File: src/rtl/control_block_branch.sv
// control_block_branch
//   Program-counter and decode control block for the accumulator CPU.
//   The PC addresses combinational program memory. The OpCode returned for
//   that address is decoded into Mealy datapath strobes. The block supports
//   jumps and flag branches, RAM-read wait states (mem_latency), and a HALT
//   state that can be left with resume. It also counts retired instructions.
// Ports:
//   clk, reset              rising-edge clock, synchronous active-high reset
//   OpCode, operand         instruction word from program memory
//   acc_zero, acc_neg       live accumulator flags for branches
//   resume                  leave HALT
//   address_output          registered PC
//   SelA, SelB, WrAcc, Op   accumulator/ALU control strobes
//   WrRam, RdRam            data RAM strobes
//   halted                  high while in HALT
//   retired                 completed-instruction counter
module control_block_branch #(
  parameter int bits_address = 11,
  parameter int mem_latency  = 0,
  parameter int reset_vector = 0,
  parameter int cnt_bits     = 16
) (
  input  logic                    clk,
  input  logic                    reset,
  input  logic [4:0]              OpCode,
  input  logic [bits_address-1:0] operand,
  input  logic                    acc_zero,
  input  logic                    acc_neg,
  input  logic                    resume,
  output logic [bits_address-1:0] address_output,
  output logic [1:0]              SelA,
  output logic                    SelB,
  output logic                    WrAcc,
  output logic                    Op,
  output logic                    WrRam,
  output logic                    RdRam,
  output logic                    halted,
  output logic [cnt_bits-1:0]     retired
);

  localparam logic [4:0] OP_HLT  = 5'b00000;
  localparam logic [4:0] OP_STO  = 5'b00001;
  localparam logic [4:0] OP_LD   = 5'b00010;
  localparam logic [4:0] OP_LDI  = 5'b00011;
  localparam logic [4:0] OP_ADD  = 5'b00100;
  localparam logic [4:0] OP_ADDI = 5'b00101;
  localparam logic [4:0] OP_SUB  = 5'b00110;
  localparam logic [4:0] OP_SUBI = 5'b00111;
  localparam logic [4:0] OP_JMP  = 5'b01000;
  localparam logic [4:0] OP_BEQ  = 5'b01001;
  localparam logic [4:0] OP_BNE  = 5'b01010;
  localparam logic [4:0] OP_BLT  = 5'b01011;

  localparam bit USE_WAIT = (mem_latency != 0);

  typedef enum logic [1:0] {EXEC, WAIT, HALT} state_t;

  state_t                  state_q, state_d;
  logic [bits_address-1:0] pc_q, pc_d;
  logic [1:0]              cnt_q, cnt_d;
  logic [cnt_bits-1:0]     retired_q, retired_d;

  logic [1:0] dec_sela;
  logic       dec_selb, dec_op, dec_wracc, dec_wrram, dec_rdram;
  logic       take_branch;
  logic [bits_address-1:0] pc_inc;

  assign pc_inc = pc_q + bits_address'(1);

  always_comb begin
    dec_sela  = '0;
    dec_selb  = 1'b0;
    dec_op    = 1'b0;
    dec_wracc = 1'b0;
    dec_wrram = 1'b0;
    dec_rdram = 1'b0;
    case (OpCode)
      OP_STO: dec_wrram = 1'b1;
      OP_LD: begin
        dec_rdram = 1'b1;
        dec_wracc = 1'b1;
      end
      OP_LDI: begin
        dec_sela  = 2'b01;
        dec_wracc = 1'b1;
      end
      OP_ADD, OP_SUB: begin
        dec_rdram = 1'b1;
        dec_sela  = 2'b10;
        dec_wracc = 1'b1;
        dec_op    = (OpCode == OP_SUB);
      end
      OP_ADDI, OP_SUBI: begin
        dec_selb  = 1'b1;
        dec_sela  = 2'b10;
        dec_wracc = 1'b1;
        dec_op    = (OpCode == OP_SUBI);
      end
      default: ;
    endcase
  end

  always_comb begin
    case (OpCode)
      OP_JMP:  take_branch = 1'b1;
      OP_BEQ:  take_branch = acc_zero;
      OP_BNE:  take_branch = !acc_zero;
      OP_BLT:  take_branch = acc_neg;
      default: take_branch = 1'b0;
    endcase
  end

  always_comb begin
    state_d   = state_q;
    pc_d      = pc_q;
    cnt_d     = cnt_q;
    retired_d = retired_q;
    SelA      = '0;
    SelB      = 1'b0;
    WrAcc     = 1'b0;
    Op        = 1'b0;
    WrRam     = 1'b0;
    RdRam     = 1'b0;
    unique case (state_q)
      EXEC: begin
        if (OpCode == OP_HLT) begin
          state_d   = HALT;
          retired_d = retired_q + cnt_bits'(1);
        end else if (USE_WAIT && dec_rdram) begin
          // The first cycle of a slow read only issues the read. Operand
          // selects and the write follow in WAIT, once data is valid.
          RdRam   = 1'b1;
          state_d = WAIT;
          cnt_d   = 2'(mem_latency);
        end else begin
          SelA      = dec_sela;
          SelB      = dec_selb;
          WrAcc     = dec_wracc;
          Op        = dec_op;
          WrRam     = dec_wrram;
          RdRam     = dec_rdram;
          pc_d      = take_branch ? operand : pc_inc;
          retired_d = retired_q + cnt_bits'(1);
        end
      end
      WAIT: begin
        SelA  = dec_sela;
        SelB  = dec_selb;
        Op    = dec_op;
        RdRam = 1'b1;
        WrAcc = (cnt_q == 2'd1);
        cnt_d = cnt_q - 2'd1;
        if (cnt_q == 2'd1) begin
          pc_d      = pc_inc;
          retired_d = retired_q + cnt_bits'(1);
          state_d   = EXEC;
        end
      end
      HALT: begin
        if (resume) begin
          pc_d    = pc_inc;
          state_d = EXEC;
        end
      end
      default: state_d = EXEC;
    endcase
    if (reset) begin
      SelA  = '0;
      SelB  = 1'b0;
      WrAcc = 1'b0;
      Op    = 1'b0;
      WrRam = 1'b0;
      RdRam = 1'b0;
    end
  end

  always_ff @(posedge clk) begin
    if (reset) begin
      state_q   <= EXEC;
      pc_q      <= bits_address'(reset_vector);
      cnt_q     <= '0;
      retired_q <= '0;
    end else begin
      state_q   <= state_d;
      pc_q      <= pc_d;
      cnt_q     <= cnt_d;
      retired_q <= retired_d;
    end
  end

  assign address_output = pc_q;
  assign retired        = retired_q;
  assign halted         = (state_q == HALT);

endmodule

File: config.mk
export PLATFORM = sky130hd
export DESIGN_NAME = control_block_branch
export DESIGN_NICKNAME = d
export VERILOG_FILES = /design/src/rtl/control_block_branch.sv
export SDC_FILE = /design/constraint.sdc
export NUM_CORES = 1
export LEC_CHECK = 0
export ABC_CLOCK_PERIOD_IN_PS = 1470
export CORE_MARGIN = 2
export CORE_UTILIZATION = 40
export CTS_CLUSTER_DIAMETER = 120
export CTS_CLUSTER_SIZE = 30
export DETAILED_ROUTE_END_ITERATION = 7
export PLACE_DENSITY_LB_ADDON = 0.05
export RECOVER_POWER = 25
export SETUP_SLACK_MARGIN = 0.05
export SYNTH_ARGS = -nofsm -noshare
export SYNTH_HDL_FRONTEND = slang
export SYNTH_SLANG_ARGS = --single-unit
File: constraint.sdc
create_clock -name clk -period 1.47 [get_ports clk]
set_input_delay 0.294 -clock clk [delete_from_list [all_inputs] [get_ports clk]]
set_output_delay 0.294 -clock clk [all_outputs]
set_load 0.05 [all_outputs]
# Word-level counts from Yosys, hierarchy flattened

Cells that the tools add are included.

Input port bits: 21
Word-level logic and storage cells: 74
Output and inout port bits: 35
Flip-flop bits (word level): 31

Eq/ne operators: 18
$add $sub $neg: 3
Mux-type cells: 36
Reductions and logical operators: 13

Operator list:

| operator              | number |
|---|---|
| $mux 11               | 4 |
| $pmux 11 s3           | 1 |
| $pmux 16 s2           | 1 |
| $eq 5x3->1 const B    | 4 |
| $eq 5x4->1 const B    | 4 |
| $add 16x1->16 const B | 1 |
| $mux 16               | 1 |
| $mux 1                | 15 |
| $add 11x1->11 const B | 1 |
| $eq 5x2->1 const B    | 2 |
| $mux 2                | 5 |
| $pmux 1 s2            | 5 |
| $ne 2x2->1 const B    | 4 |
| $pmux 2 s2            | 2 |
| $pmux 2 s3            | 1 |
| $reduce_or 6->1       | 1 |
| $eq 5x1->1 const B    | 1 |
| $logic_not 5->1       | 1 |
| $eq 2x1->1 const B    | 2 |
| $pmux 1 s4            | 1 |
| $reduce_and 4->1      | 1 |
| $reduce_or 2->1       | 2 |
| $reduce_or 4->1       | 1 |
| $reduce_and 3->1      | 1 |
| other kinds (8)       | 8 |

# Logic depth before layout (Yosys ltp)

Depth after elaboration: 6
Mapped depth: 6
Gate-level depth less buffers: 5

# Worst setup path after synthesis

No wires, ideal clock.

Path type: register to output
From: reg state_q[1]
To: out SelA[0]
Path slack: -1.191 ns
Cell stages (with the launch flop): 5
Buffers on the path: 1
Data arrival time: 2.367 ns
Data required time: 1.176 ns
Cells stage by stage: dfxtp_1 -> buf_6 -> nor4_2 -> nand2_1 -> nor3b_1

Cells in the longest elaborated chain, start to end: 3
Elaborated cells on any way between the ends: 4
Classes of those cells: eq/ne (1); mux (2); reduce/logical (1)

Ends and longest elaborated chain:

| element                                              | RTL line | text |
|---|---|---|
| start: declaration                                   | 58       | `state_t state_q, state_d;` |
| start signal: assignment                             | 184      | `state_q <= state_d;` |
| $eq 2x1->1 / $logic_not 2->1 (equally long branches) | 124      | `unique case (state_q)` |
| $pmux 2 s2 (*)                                       | 124      |  |
| $mux 2 (*)                                           | 167      | `if (reset) begin` |
| end: declaration                                     | 31       | `output logic [1:0] SelA,` |

Mark *: on every way between the ends. The rest lies on a longest branch, timed or not.

# Worst setup path in the final report

Ends and elaborated chain as after synthesis.

==> results.md <==
- CP max-delay cell: dfxtp_4
- Setup CP Type: reg -> out
- DP HPWL: 3.59 mm
- Synth area leaders: dfxtp_1, mux2i_1, nor2_1, o221ai_1, nand2_1
- CP peak stage delay: 0.36 ns
- Hold Vio Cnt, Final: 0
- Synth Flop Type: dfxtp_1
- Initial antenna violation count: 0
- Leak: 0.00128 uW
- Largest net degree at the start of global routing: 22
- Met2 WL post-DR: 3.05 mm
- WL met3: 182 um
- Final Skew: 0.00772 ns
- Via count: 1750
- Async SR Flop Fraction: 0
- Core Box Area: 3720 um2
- RSZ-0062 raised after global routing: true
- Violated checks: setup timing
- Post-Route WL: 5.40 mm
- GPL Wtd Cong: 0.808
- Clk_lat worst skew: 0.28 ns
- # diodes: 0
- Vias/cell: 5.47
- Arr. time, crit path: 1.49 ns
- Status: finished with violations
- Fin. max-slew vios: 0
- Gr usage total: 0.236
- Mapped Nets: 206
- Vias in the first global route: 1783
- Syn Area/Cell: 8.52 um2
- Int Power: 1350 uW
- Pwr/cell area: 607 nW/um2
- Register area share after synthesis: 0.360
- Drt first pass iters: 5
- R2R depth: 7
- CTS tree: done
- Crit path setup slack, layout: -0.309 ns
- Crit share post-route: 1.21
- Cell Chain, Critical Path: nor4_4 > nand2_2 > nor3b_4 > buf_12
- Fin crit period: 1.78 ns
- Area Growth Syn to Fin: 99.9%
- Flop2flop setup slack: -0.30 ns
- # port buffers: 55
- Die area: 4410 um2
- Die X: 66.4 um
- EDFF count, synth: 0
- Area leader, netlist: dfxtp_1
- Worst slew margin: 0.767
- Routed len/inst: 16.9 um
- Clock Power Share: 0.292
- Synthesized cell area: 1560 um2
- Peak supply drop: 398 uV
- Pre-CTS WS: -0.610 ns
- Starting Density: 0.420
- Post-route insts no fill: 320
- Overflow after GRT: 0
- Switching pwr: 546 uW
- Standard-cell rows: 22
- Maximum clock path buffer count: 2
- Clk pin slew, worst setup/hold paths: 0.11 ns
- Unique masters post-synth: 39
- Die H: 66.4 um
- Max layer used: met4
- DRT antenna net count: 0
- Setup crit start kind: flip-flop
- DRC violations left: 0
- Final setup viols: 31
- Ys Warns: 0
- Critical path capture point type: primary output
- Seq pwr share: 0.431
- Register bit total from synthesis: 28
- HP Class: in -> reg
- Worst endpoint required time: 1.18 ns
- CTS buffer count: 3
- Highest Clock Rate: 562 MHz
- Placed Cells: 306
- Top Ports: 56
- CP Max Fanout: 4
- H-Tree Depth: 1
- Layout cells sized above 1: 0.482
- Switch share: 0.289
- Hold depth: 3
- DR iter-0 viols: 103
- Fillers: 197
- Fin nets: 296
- Synthesized instance count: 183
- Clock root cell: clkbuf_8
- Metal-1 WL: 2.12 mm
- Slew at the pin closest to its max-slew limit: 0.346 ns
- Synth top area share: 0.360
- First-pass GRT wire length: 8.14 mm
- CTS Sinks: 28
- Comb power frac: 0.277
- Maxcap violations: 0
- Post-CTS Hold Fix Bufs: 0
[cell type report]
type | instances | area, um2 | area share
Clock buffer | 4 | 66.3 | 0.0213
Timing Repair Buffer | 94 | 1240 | 0.399
Inverter | 4 | 15.0 | 0.00482
Multi-Input combinational cell | 142 | 1150 | 0.369
Sequential cell | 28 | 582 | 0.187
Tap cell | 48 | 60.1 | 0.0193
[cell usage in the layout (no fill, tap or decap), types with 3 or more instances in the layout]
master	netlist	final
xor2_1	6	6
xnor2_1	5	4
nand4_1	6	6
dfxtp_4	0	3
buf_6	2	14
nand3_1	8	5
inv_1	4	4
dfxtp_1	28	17
dlymetal6s2s_1	0	4
nor2_1	20	19
buf_12	0	35
dfxtp_2	0	8
o21ai_0	8	7
clkdlybuf4s50_1	0	14
nor3_1	8	6
buf_4	2	24
nand2_1	18	17
and3_1	6	4
o221ai_2	0	8
clkbuf_2	1	3
o31ai_1	3	3
clkbuf_8	0	3
mux2i_1	12	10
nand3_2	0	3
[power groups by stage]
stage	sequential (uW)	combinational [uW]	clock (uW)
6_report	814	524	553
5_1_grt	817	549	593
4_1_cts	812	476	559
3_5_place_dp	829	473	0
3_3_place_gp	827	461	0
2_1_floorplan	914	123	0
[registers in the layout, summed over array words and instances (netlist names)]
name / flops
state_q: 1
retired: 16
address_output: 11
[cell families after synthesis]
logic type / after synthesis / share of synthesized area
flip-flops: 28 / 0.360
multiplexers: 14 / 0.0915
AO/OA/AOI/OAI: 27 / 0.121
AND/OR/NAND/NOR: 88 / 0.302
adder cells (fa/ha/maj): 2 / 0.0160
XOR/XNOR: 11 / 0.0618
buffers and inverters: 13 / 0.0481
[synthesized netlist by cell type, drive strengths merged, types with 4 or more instances]
master   n
and3     6
buf      6
dfxtp   28
inv      4
mux2i   12
nand2   18
nand3    8
nand4    7
nor2    20
nor2b    4
nor3     8
o21ai    9
o221ai   8
or3      4
xnor2    5
xor2     6
[worst max-delay path: cells and delay by family, from the launching register on]
kind,cells,cell delay (ns)
simple gates,3,0.68
flops,1,0.36
buf+inv,1,0.17
[timing repair]
item / 4_1_cts / 5_1_grt
setup endpoints to repair: 22 / 33
pin swaps: 7 / 19
gates resized for setup: 7 / 50
setup buffers: 6 / 6
[layer usage]
| layer | vias up | GRT usage |
|---|---|---|
| met1 | 863 | 0.266 |
| met5 | - | 0 |
| met2 | 42 | 0.453 |
| met3 | 6 | 0.0375 |
| met4 | 0 | 0.0587 |
| li1 | 839 | - |
[worst paths after layout]
path,from,to
max,state_q[1]$_SDFFE_PP0P_,SelA[0]
min reg2reg,retired[15]$_SDFFE_PP0N_,retired[15]$_SDFFE_PP0N_
max reg2reg,state_q[1]$_SDFFE_PP0P_,address_output[10]$_SDFFE_PP0P_
min,reset,retired[15]$_SDFFE_PP0N_
[per-stage QoR]
step                TNS, ns  total power (uW)  area, um2  utilization  hold WS [ns]
global route          -7.87              1960       3120        0.839         0.539
detailed placement    -9.21              1300       2790        0.749         0.534
global placement      -8.44              1290       2790        0.749         0.510
CTS                   -4.76              1850       2910        0.784         0.553
floorplan             -1.76              1040       1660            -         0.478
finish                -5.96              1890       3120        0.839         0.526
Note: power is estimated with default switching activity, not from simulation.
==> RTL change 1, RTL diff (config.mk and constraints unchanged) <==
Change the parameter `cnt_bits` from 16 to 18.
--- a/src/rtl/control_block_branch.sv
+++ b/src/rtl/control_block_branch.sv
@@ -18,7 +18,7 @@
   parameter int bits_address = 11,
   parameter int mem_latency  = 0,
   parameter int reset_vector = 0,
-  parameter int cnt_bits     = 16
+  parameter int cnt_bits     = 18
 ) (
   input  logic                    clk,
   input  logic                    reset,
Interface: changed (resized retired); port bits go from 56 to 58. No check against the original RTL was run, so the function may have changed too.
==> RTL change 1 against the unedited design <==
  * The run still ends with negative setup slack left
  * Clock skew hardly changed
  * Design area rose by 12%
  * Clock power increased by 47%
  * Routed wire length grew 18%
  * Non-clock buffer count increased by 13
  * Sequential cell count up 2
  * Synthesized area grew 7.4%
  * Sequential share of layout area shrank 0.45 points
  * Register-to-register slack got worse by 0.14 ns
  * Via count increased by 18%
  * Synthesized cell count grew 11%
  * Worst setup slack lost 0.13 ns
  * Power is 17% higher
  * Largest cell class unchanged
==> RTL change 1: results (changes against the unedited design) <==
Status
  – Status: complete, but fails checks (unchanged)
  – Failing checks: negative setup slack (unchanged)

Synth
  – Post-Synth XOR/XNOR Area: 0.0523 (was 0.0618)
  – Sequential fraction of the synthesis area: 0.359 (was 0.360)
  – Top cells by count, synth: dfxtp_1, nor2_1, a21oi_1 (was dfxtp_1, nor2_1, nand2_1)
  – Syn nets: 226 (was 206)
  – Mux contribution to synthesized area: 0.0613 (was 0.0915)

STA
  – Setup TNS: -8.71 ns (was -5.96 ns)
  – Endpoints failing setup: 28 (was 31)
  – Tightest Pin Transition: 0.416 ns (was 0.346 ns)
  – Setup ws final: -0.438 ns (was -0.309 ns)
  – Layout Skew: 0.00735 ns (was 0.00772 ns)

Placement
  – Gpl congestion: 0.777 (was 0.808)
  – Worst slack, placed: -0.638 ns (was -0.610 ns)
  – Buffers on Ports: 57 (was 55)
  – Placed cell area: 0.00312 mm² (was 0.00279 mm²)
  – Hpwl dp: 3.85 mm (was 3.59 mm)

Power
  – Peak supply drop: 534 µV (was 398 µV)
  – Power Dens Cells: 636 mW/mm² (was 607 mW/mm²)

Clock tree
  – CTS Sinks: 30 (was 28)

Finish
  – Nets: 329 (was 296)
  – Non-clk invs: 8 (was 4)
  – Multi-input combinational area share: 0.361 (was 0.369)
  – Fillers: 185 (was 197)
  – Nonclk buf count: 107 (was 94)
  – Non-clock buffering overhead: 0.401 (was 0.399)

Worst hold path
  – Worst hold stages: 2 (was 3)
  – Hold path start: retired[13]$_SDFFE_PP0N_ (was reset)

Detailed routing
  – 1st-iter DRT viols: 145 (was 103)
  – Via density: 5.79 (was 5.47)

Setup path
  – Slowest stage delay, CP: 0.52 ns (was 0.36 ns)
## RTL change 1: cell types whose count changed after synthesis, moves of 5 or more
cell	delta
o221ai_1	-6
a21oi_1	+12
nand2_1	-5
clkbuf_1	+5
## RTL change 1: repair_timing
item                                    4_1_cts  5_1_grt
gates resized for setup                      29       18
endpoints found under the setup margin       24       34
pin swaps                                    23       14
gates cloned                                  1        1
setup buffers                                 5        1
## RTL change 1: power groups by stage
stage | clock network (mW) | registers [mW] | logic (mW)
3_5_place_dp | 0 | 0.883 | 0.475
3_3_place_gp | 0 | 0.882 | 0.467
5_1_grt | 0.856 | 0.870 | 0.562
2_1_floorplan | 0 | 0.958 | 0.131
6_report | 0.812 | 0.868 | 0.540
4_1_cts | 0.804 | 0.865 | 0.512
## RTL change 1: worst max path at each step
stage | startpoint | endpoint | slack, ns
floorplan | state_q[1]$_SDFFE_PP0P_ | RdRam | -0.40
global placement | OpCode[3] | SelA[0] | -0.58
detailed placement | OpCode[3] | SelA[0] | -0.64
CTS | state_q[1]$_SDFFE_PP0P_ | SelA[0] | -0.50
global route | state_q[1]$_SDFFE_PP0P_ | SelA[0] | -0.52
finish | state_q[1]$_SDFFE_PP0P_ | address_output[9]$_SDFFE_PP0P_ | -0.44
## RTL change 1: routing by layer
| metal | global-route usage | up-vias | wire length (µm) |
|---|---|---|---|
| li1 | - | 950 | - |
| met2 | 0.431 | 102 | 3380 |
| met3 | 0.0633 | 16 | 368 |
| met4 | 0.0711 | 0 | 144 |
| met1 | 0.305 | 995 | 2510 |
| met5 | 0 | - | 0 |
## RTL change 1: stage by stage
stage	total power [mW]	hold slack, ns
finish	2.22	0.539
CTS	2.18	0.533
detailed placement	1.36	0.519
global placement	1.35	0.503
floorplan	1.09	0.454
global route	2.29	0.557
==> RTL change 2, RTL diff (same settings) <==
Made on the original files. Reset style: asynchronous (`reset`), changed in one clocked block. Comments in the files are not updated.
--- a/src/rtl/control_block_branch.sv
+++ b/src/rtl/control_block_branch.sv
@@ -174,7 +174,7 @@
     end
   end
 
-  always_ff @(posedge clk) begin
+  always_ff @(posedge clk or posedge reset) begin
     if (reset) begin
       state_q   <= EXEC;
       pc_q      <= bits_address'(reset_vector);
Check against the original RTL: differs if reset is asserted again (counterexample within 4 cycles, from zero or initial values and one cycle with reset high); with reset held inactive, the same outputs for 10 cycles.
==> RTL change 2 against the unedited design <==
  * The flow still finishes with violations (negative setup slack)
  * Highest routed layer unchanged
  * Via count down 9.4%
  * Routed wire length is 2.5% lower
  * Count of clock-buffer cells in the layout shrank 1
  * Critical path depth rose by 1
  * Synthesized area fell by 1.2%
  * Sequential cell count did not move
  * Worst setup slack lost 0.21 ns
  * Worst hold slack got worse by 0.0018 ns
  * Design area up 1.3%
Power is not compared: it rests on default switching activity, and its combinational part moved more than twofold at a synthesized area within 25%.
==> RTL change 2: results (changes against the unedited design) <==
Finish
  – Post-Layout Cell Count: 294 (was 320)
  – Fillers: 176 (was 197)
  – Layout cell share with drive strength beyond 1: 0.557 (was 0.482)

Detailed routing
  – Via density: 5.39 (was 5.47)
  – 1st-iter DRT viols: 82 (was 103)

STA
  – Setup TNS: -10.03 ns (was -5.96 ns)
  – Relative slew margins: 0.417 (was 0.767)
  – Setup ws final: -0.524 ns (was -0.309 ns)
  – Worst Hold Slack: 0.525 ns (was 0.526 ns)
  – Endpoints failing setup: 34 (was 31)

GRT
  – Number of global-route vias before repair: 1629 (was 1783)
  – First-pass GRT wire length: 7.73 mm (was 8.14 mm)

Placement
  – # placed instances: 271 (was 306)
  – Worst slack, placed: -0.644 ns (was -0.610 ns)

Synth
  – Sequential fraction of the synthesis area: 0.455 (was 0.360)
  – Post-synthesis cell count: 149 (was 183)
  – Async SR Flop Fraction: 1.00 (was 0)

Worst hold path
  – Worst Hold Path EP: retired[9]$_DFFE_PP0N_ (was retired[15]$_SDFFE_PP0N_)
  – Worst hold stages: 1 (was 3)
  – Hold WC Path Type: flip-flop to flip-flop (was primary input to flip-flop)

Status
  – Failing checks: negative setup slack (unchanged)
  – Status: complete, but fails checks (unchanged)

Setup path
  – Slowest stage delay, CP: 0.42 ns (was 0.36 ns)
  – Slowest cell on crit path: dfrtp_2 (was dfxtp_4)
  – R2R Setup Slk: -0.45 ns (was -0.30 ns)
  – Worst EP arrival: 1.70 ns (was 1.49 ns)
[RTL change 2: changes by cell type after synthesis, sizes merged, moves of 6 or more]
cell | before | now
mux2i | 12 | 6
nor3 | 8 | 1
o21ai | 9 | 3
nor2 | 20 | 3
xnor2 | 5 | 14
dfrtp | 0 | 28
o221ai | 8 | 0
dfxtp | 28 | 0
[RTL change 2: kinds of logic after synthesis]
family,synth area share
multiplexers,0.0536
AND/OR/NAND/NOR,0.207
buffers and inverters,0.0520
adder cells (fa/ha/maj),0.0162
AO/OA/AOI/OAI,0.131
XOR/XNOR,0.0853
flip-flops,0.455
[RTL change 2: metal layers]
layer	GRT usage	wire (µm)	vias to the layer above
met5	0	0	-
met4	0.0485	73	0
met3	0.0392	336	9
met2	0.415	2750	71
met1	0.298	2100	775
li1	-	-	731
[RTL change 2: cell type report]
type                    instances  area share
multi-input cells             107       0.305
clock buffers                   3      0.0131
inverters                       7     0.00990
flip-flops and latches         28       0.227
well taps                      48      0.0190
repair buffers                100       0.416
clock inverters                 1     0.00951
[RTL change 2: worst max path at each step]
stage | slack [ns] | to | from | depth (start not counted)
finish | -0.52 | SelA[0] | state_q[1]$_DFFE_PP0P_ | 5
global route | -0.59 | SelA[0] | state_q[1]$_DFFE_PP0P_ | 5
CTS | -0.58 | SelA[0] | state_q[1]$_DFFE_PP0P_ | 5
detailed placement | -0.64 | SelA[0] | OpCode[4] | 6
global placement | -0.58 | SelA[0] | OpCode[4] | 6
floorplan | -0.47 | SelA[0] | state_q[1]$_DFFE_PP0P_ | 4
[RTL change 2: what timing repair did]
action	4_1_cts	5_1_grt
setup buffers	7	11
resized for setup	28	17
gates cloned	2	0
pin swaps	17	14
endpoints found under the setup margin	28	33
